## config.mk

```make
export PLATFORM = sky130hd
export DESIGN_NAME = radix2_div
export DESIGN_NICKNAME = d
export VERILOG_FILES = /design/src/rtl/radix2_div_pkg.sv /design/src/rtl/radix2_div_step.sv /design/src/rtl/radix2_div.sv
export SDC_FILE = /design/constraint.sdc
export NUM_CORES = 1
export LEC_CHECK = 0
export ABC_AREA = 1
export CORE_MARGIN = 8
export CORE_UTILIZATION = 55
export CTS_BUF_LIST = sky130_fd_sc_hd__clkbuf_8
export CTS_CLUSTER_SIZE = 28
export DETAILED_ROUTE_END_ITERATION = 8
export PLACE_DENSITY = 0.82
export SLEW_MARGIN = 20
export SYNTH_ARGS = -nofsm -noshare
export SYNTH_HDL_FRONTEND = slang
export SYNTH_SLANG_ARGS = --single-unit
```

## constraint.sdc

```tcl
create_clock -name clk -period 14.4 [get_ports clk]
set_input_delay 2.88 -clock clk [delete_from_list [all_inputs] [get_ports clk]]
set_output_delay 2.88 -clock clk [all_outputs]
set_load 0.02 [all_outputs]
```

## src/rtl/radix2_div_pkg.sv

```systemverilog
// Shared widths and FSM encoding for the radix-2 restoring divider.
package radix2_div_pkg;

  localparam int unsigned DivXlen = 64;
  localparam int unsigned DivCntW = 7;

  typedef enum logic [1:0] {
    StIdle = 2'd0,
    StCalc = 2'd1,
    StDone = 2'd2
  } div_state_e;

endpackage

```

## src/rtl/radix2_div_step.sv

```systemverilog
// One restoring-division step: shift in a dividend bit and trial-subtract the divisor.
module radix2_div_step #(
  parameter int unsigned XLEN = 64
) (
  input  logic [XLEN:0]   rem,
  input  logic            bit_in,
  input  logic [XLEN-1:0] dvs,
  output logic [XLEN:0]   rem_next,
  output logic            q_bit
);

  logic [XLEN+1:0] diff;

  // One extra bit so the sign of the trial difference is always representable.
  assign diff     = {rem, bit_in} - {2'b00, dvs};
  assign q_bit    = ~diff[XLEN+1];
  assign rem_next = q_bit ? diff[XLEN:0] : {rem[XLEN-1:0], bit_in};

endmodule

```

## src/rtl/radix2_div.sv

```systemverilog
// Iterative restoring radix-2 divider for the RV64M DIV/REM family, one quotient bit per cycle.
module radix2_div
  import radix2_div_pkg::*;
#(
  parameter int unsigned XLEN  = DivXlen,
  parameter int unsigned CNT_W = DivCntW
) (
  input  logic            clk,
  input  logic            rst,
  input  logic            flush,
  input  logic            div_valid,
  output logic            div_ready,
  input  logic            div_signed,
  input  logic            div_word,
  input  logic [XLEN-1:0] dividend,
  input  logic [XLEN-1:0] divisor,
  output logic            out_valid,
  input  logic            out_ready,
  output logic [XLEN-1:0] quotient,
  output logic [XLEN-1:0] remainder
);

  div_state_e      state;
  logic [CNT_W-1:0] cnt;
  logic [XLEN:0]   rem_q;
  logic [XLEN-1:0] quo_q;
  logic [XLEN-1:0] dvs_q;
  logic            neg_q_q;
  logic            neg_r_q;
  logic            word_q;

  logic [XLEN-1:0] a_prep, b_prep, a_mag, b_mag, a_dz_rem;
  logic            a_neg, b_neg, accept;
  logic [XLEN:0]   rem_nxt;
  logic            q_bit;
  logic [XLEN-1:0] quo_nxt, q_fix, r_fix, q_out, r_out;

  assign div_ready = (state == StIdle);
  assign out_valid = (state == StDone);
  assign accept    = div_valid & div_ready & ~flush;

  always_comb begin
    a_prep = dividend;
    b_prep = divisor;
    if (div_word) begin
      a_prep = {{(XLEN-32){div_signed & dividend[31]}}, dividend[31:0]};
      b_prep = {{(XLEN-32){div_signed & divisor[31]}}, divisor[31:0]};
    end
  end

  assign a_neg    = div_signed & a_prep[XLEN-1];
  assign b_neg    = div_signed & b_prep[XLEN-1];
  assign a_mag    = a_neg ? -a_prep : a_prep;
  assign b_mag    = b_neg ? -b_prep : b_prep;
  // W-form results are always sign-extended from bit 31, even for unsigned ops.
  assign a_dz_rem = div_word ? {{(XLEN-32){a_prep[31]}}, a_prep[31:0]} : a_prep;

  radix2_div_step #(
    .XLEN(XLEN)
  ) u_step (
    .rem     (rem_q),
    .bit_in  (quo_q[XLEN-1]),
    .dvs     (dvs_q),
    .rem_next(rem_nxt),
    .q_bit   (q_bit)
  );

  assign quo_nxt = {quo_q[XLEN-2:0], q_bit};
  assign q_fix   = neg_q_q ? -quo_nxt : quo_nxt;
  assign r_fix   = neg_r_q ? -rem_nxt[XLEN-1:0] : rem_nxt[XLEN-1:0];
  assign q_out   = word_q ? {{(XLEN-32){q_fix[31]}}, q_fix[31:0]} : q_fix;
  assign r_out   = word_q ? {{(XLEN-32){r_fix[31]}}, r_fix[31:0]} : r_fix;

  always_ff @(posedge clk or posedge rst) begin
    if (rst) begin
      state     <= StIdle;
      cnt       <= '0;
      rem_q     <= '0;
      quo_q     <= '0;
      dvs_q     <= '0;
      neg_q_q   <= 1'b0;
      neg_r_q   <= 1'b0;
      word_q    <= 1'b0;
      quotient  <= '0;
      remainder <= '0;
    end else if (flush) begin
      state <= StIdle;
      cnt   <= '0;
    end else begin
      unique case (state)
        StIdle: begin
          if (accept) begin
            cnt     <= '0;
            rem_q   <= '0;
            quo_q   <= a_mag;
            dvs_q   <= b_mag;
            neg_q_q <= a_neg ^ b_neg;
            neg_r_q <= a_neg;
            word_q  <= div_word;
            if (b_prep == '0) begin
              quotient  <= '1;
              remainder <= a_dz_rem;
              state     <= StDone;
            end else begin
              state <= StCalc;
            end
          end
        end
        StCalc: begin
          rem_q <= rem_nxt;
          quo_q <= quo_nxt;
          cnt   <= cnt + 1'b1;
          if (cnt == CNT_W'(XLEN - 1)) begin
            quotient  <= q_out;
            remainder <= r_out;
            state     <= StDone;
          end
        end
        StDone: begin
          if (out_ready) state <= StIdle;
        end
        default: state <= StIdle;
      endcase
    end
  end

endmodule

```

==> impl_metrics.csv <==
group,metric,value,unit
status,status,"finished, violations left",
status,violations,"design-rule violations",
finish,drive_gt1_share,4.87,%
routing,drt_pass1_iterations,9,
synth,synth_cell_types,64,
worst_setup_path,cp-endpoint,"remainder[47]$_DFFE_PP0P_",
floorplanning,rows,83,
timing,final-hold-violation-count,0,
routing,met3WireLength,10.0,mm
timing,clock_skew,0.0434,ns
finish,fillCellCount,4842,
synth,synthTopCellsByCount,"1447 x nand2_1, 608 x inv_1, 444 x nor2_1, 333 x dfrtp_1, 290 x o21ai_0",
min_path,hold_start,"dvs_q[37]$_DFFE_PP0P_",
worst_setup_path,reg2reg_to,"quotient[62]$_DFFE_PP0P_",
grt,grt_usage,32.0,%
routing,post_drt_wl_per_cell,18.1,um
routing,top_layer,"met4",
routing,postRouteAntennaNets,0,
routing,wl_met2,43.8,mm
synth,ys_seq_area_share,29.6,%
timing,setup_tns,0,ns
synth,yosysTopAreaCellShare,29.6,%
timing,tightest_slew,1.01,ns
worst_setup_path,r2r-start,"rem_q[38]$_DFFE_PP0P_",
worst_setup_path,worstSetupEndpointType,"flop",
timing,slew_viol_final,0,
cts,cts_setup_buffers,0,
worst_setup_path,crit_path_max_incr_delay,0.60,ns
finish,fin_nets,4908,
synth,yosys_warnings,0,
cts,path_clk_slew,0.06,ns
timing,fmax,0.141,GHz
floorplanning,fp.dieH,242,um
floorplanning,start_util,55.2,%
worst_setup_path,cp.depth,25,
job,max_cap_violations,0,
cts,cts_tree,"done",
grt,antenna_found_initial,2,
cts,cts_hold_buf,0,
synth,synth-edff-count,0,
synth,syn_avg_cell_area,6.22,um^2
worst_setup_path,r2r_setup_slack,8.13,ns
cts,post_cts_resize_count,0,
synth,yosysMostFrequentCell,"nand2_1",
timing,fin_crit_sh,49.3,%
timing,finalSetupViolCount,0,
finish,multiInputGateArea,16700,um^2
routing,wl_met1,40.2,mm
min_path,hold_path_class,"flop to flop",
worst_setup_path,crit_type,"primary input to flop",
synth,synthTopCellsByArea,"dfrtp_1 30%, nand2_1 19%, inv_1 8.1%",
timing,finalCriticalPeriod,7.11,ns
grt,grt-ovfl-total,0,
cts,numCtsBuffers,57,
cts,clock_latency,0.72,ns
synth,synth_cells,4517,
worst_setup_path,r2r_cells,28,
floorplanning,die_w,242,um
worst_setup_path,cp_top_family,"simple AND/OR/NAND/NOR gates",
cts,root_buffer,"clkbuf_8",
grt,grt_pass1_vias,28600,
worst_setup_path,slowest_stage,"buf_4",
finish,seqCellArea,8340,um^2
synth,ys_seq_elements,333,
synth,synth_largest_area_cell,"dfrtp_1",
routing,vias,31100,
routing,viasPerCell,5.72,
worst_setup_path,path_buf_inv,7,
worst_setup_path,startpoint_type,"primary input",
cts,cts.sinks,333,
cts,clock_path_buffers,3,
worst_setup_path,worstPathRequired,15.02,ns
floorplanning,die-area,58600,um^2
routing,wl,98.3,mm
synth,async_reset_ff_share,100,%
worst_setup_path,arrival,7.73,ns
timing,rsz0062_at_grt,"false",
worst_setup_path,crit_path_frequent_cell,"nand2_1",
synth,synthFlopType,"dfrtp_1",
routing,drc_errors,1,
place,gp_congestion,1.02,
synth,syn-num-nets,4722,
worst_setup_path,timing.critical_path.from,"divisor[0]",
cts,htreeDepth,2,
timing,max_slew_margin,32.2,%
grt,grt_max_degree,103,
floorplanning,boundaryPins,265,
routing,initialDrtViolationCount,3852,
grt,grt_pass1_wl,153,mm
floorplanning,coreArea,50900,um^2
place,post-dp-hpwl,76.1,mm
finish,area_growth,15.1,%
place,portBuffers,264,
worst_setup_path,crit_fanout,67,
synth,syn_area,28100,um^2
per-stage QoR:
| step | setup WS [ns] | area (um^2) | hold WS (ns) | util (%) | instances |
|---|---|---|---|---|---|
| floorplan | 2.30 | 28100 | 0.453 | - | 4517 |
| global placement | 6.57 | 31100 | 0.466 | 61.0 | 5324 |
| detailed placement | 6.34 | 31100 | 0.466 | 61.0 | 5324 |
| CTS | 7.04 | 32400 | 0.489 | 63.6 | 5428 |
| global route | 6.78 | 32400 | 0.507 | 63.6 | 5429 |
| finish | 7.29 | 32400 | 0.487 | 63.6 | 5430 |
how the worst min path moves through the flow:
stage / endpoint / slack (ns) / depth (start not counted)
final: dvs_q[37]$_DFFE_PP0P_ / 0.49 / 2
after global routing: remainder[43]$_DFFE_PP0P_ / 0.51 / 2
after CTS: dvs_q[52]$_DFFE_PP0P_ / 0.49 / 2
after detailed placement: remainder[55]$_DFFE_PP0P_ / 0.47 / 2
after global placement: remainder[7]$_DFFE_PP0P_ / 0.47 / 2
after floorplan: dvs_q[12]$_DFFE_PP0P_ / 0.45 / 2
area by class of cell:
type,instances,area share (%)
clock buffer,75,3.19
inverter,620,7.22
tap,680,2.63
timing repair buffer,289,8.75
clock inverter,29,0.827
multi-input combinational,3402,51.6
antenna,2,0.0155
sequential,333,25.8
cell usage in the layout (no fill, tap or decap), drive strengths merged, types with 3 or more instances in the layout:
| master | instances |
|---|---|
| nand2 | 1492 |
| inv | 637 |
| nor2 | 461 |
| dfrtp | 333 |
| o21ai | 314 |
| nand3 | 295 |
| clkdlybuf4s50 | 264 |
| a21oi | 230 |
| clkbuf | 75 |
| o22ai | 73 |
| nor3 | 71 |
| ha | 69 |
| xor2 | 63 |
| nand4 | 45 |
| a2bb2oi | 37 |
| xnor2 | 34 |
| nand3b | 34 |
| o211ai | 28 |
| nor4 | 26 |
| buf | 25 |
| o21a | 23 |
| o221ai | 22 |
| o21bai | 18 |
| or2 | 15 |
| o31ai | 10 |
| o311ai | 8 |
| a31oi | 6 |
| clkinv | 6 |
| bufinv | 5 |
| a311o | 4 |
| a21o | 3 |
| and2 | 3 |
| o32a | 3 |
| o22a | 3 |
state kept, by name (all words and copies together) (netlist names):
register and flops:
cnt 7, dvs_q 64, quotient 64, rem_q 65, word_q 1, quo_q 64, neg_q_q 1, state 2
neg_r_q 1, remainder 64
worst register-to-register path: cells and delay by family, from the launching register on:
kind	cells	cell delay, ns
AND/OR/NAND/NOR	16	3.39
AO/OA/AOI/OAI	6	1.34
buffers and inverters	4	0.28
flip-flops	1	0.43
adder cells (fa/ha/maj)	2	0.71
logic make-up after synthesis:
kind of cell,synth area share (%)
adders and majority gates,3.14
DFF,29.6
muxes,0.0401
and+or+nand+nor,36.7
AOI/OAI and AO/OA,16.3
buffers and inverters,11.1
xor gates and xnor gates,3.02
metal layers:
layer	track usage, %	up-vias
met3	6.59	244
met1	42.8	14200
li1	-	15000
met4	13.1	0
met5	0	-
met2	50.1	1653
Power is left out: the tool's default activity adds up to more than one toggle a clock period on the data nets, which glitch-free logic cannot reach.
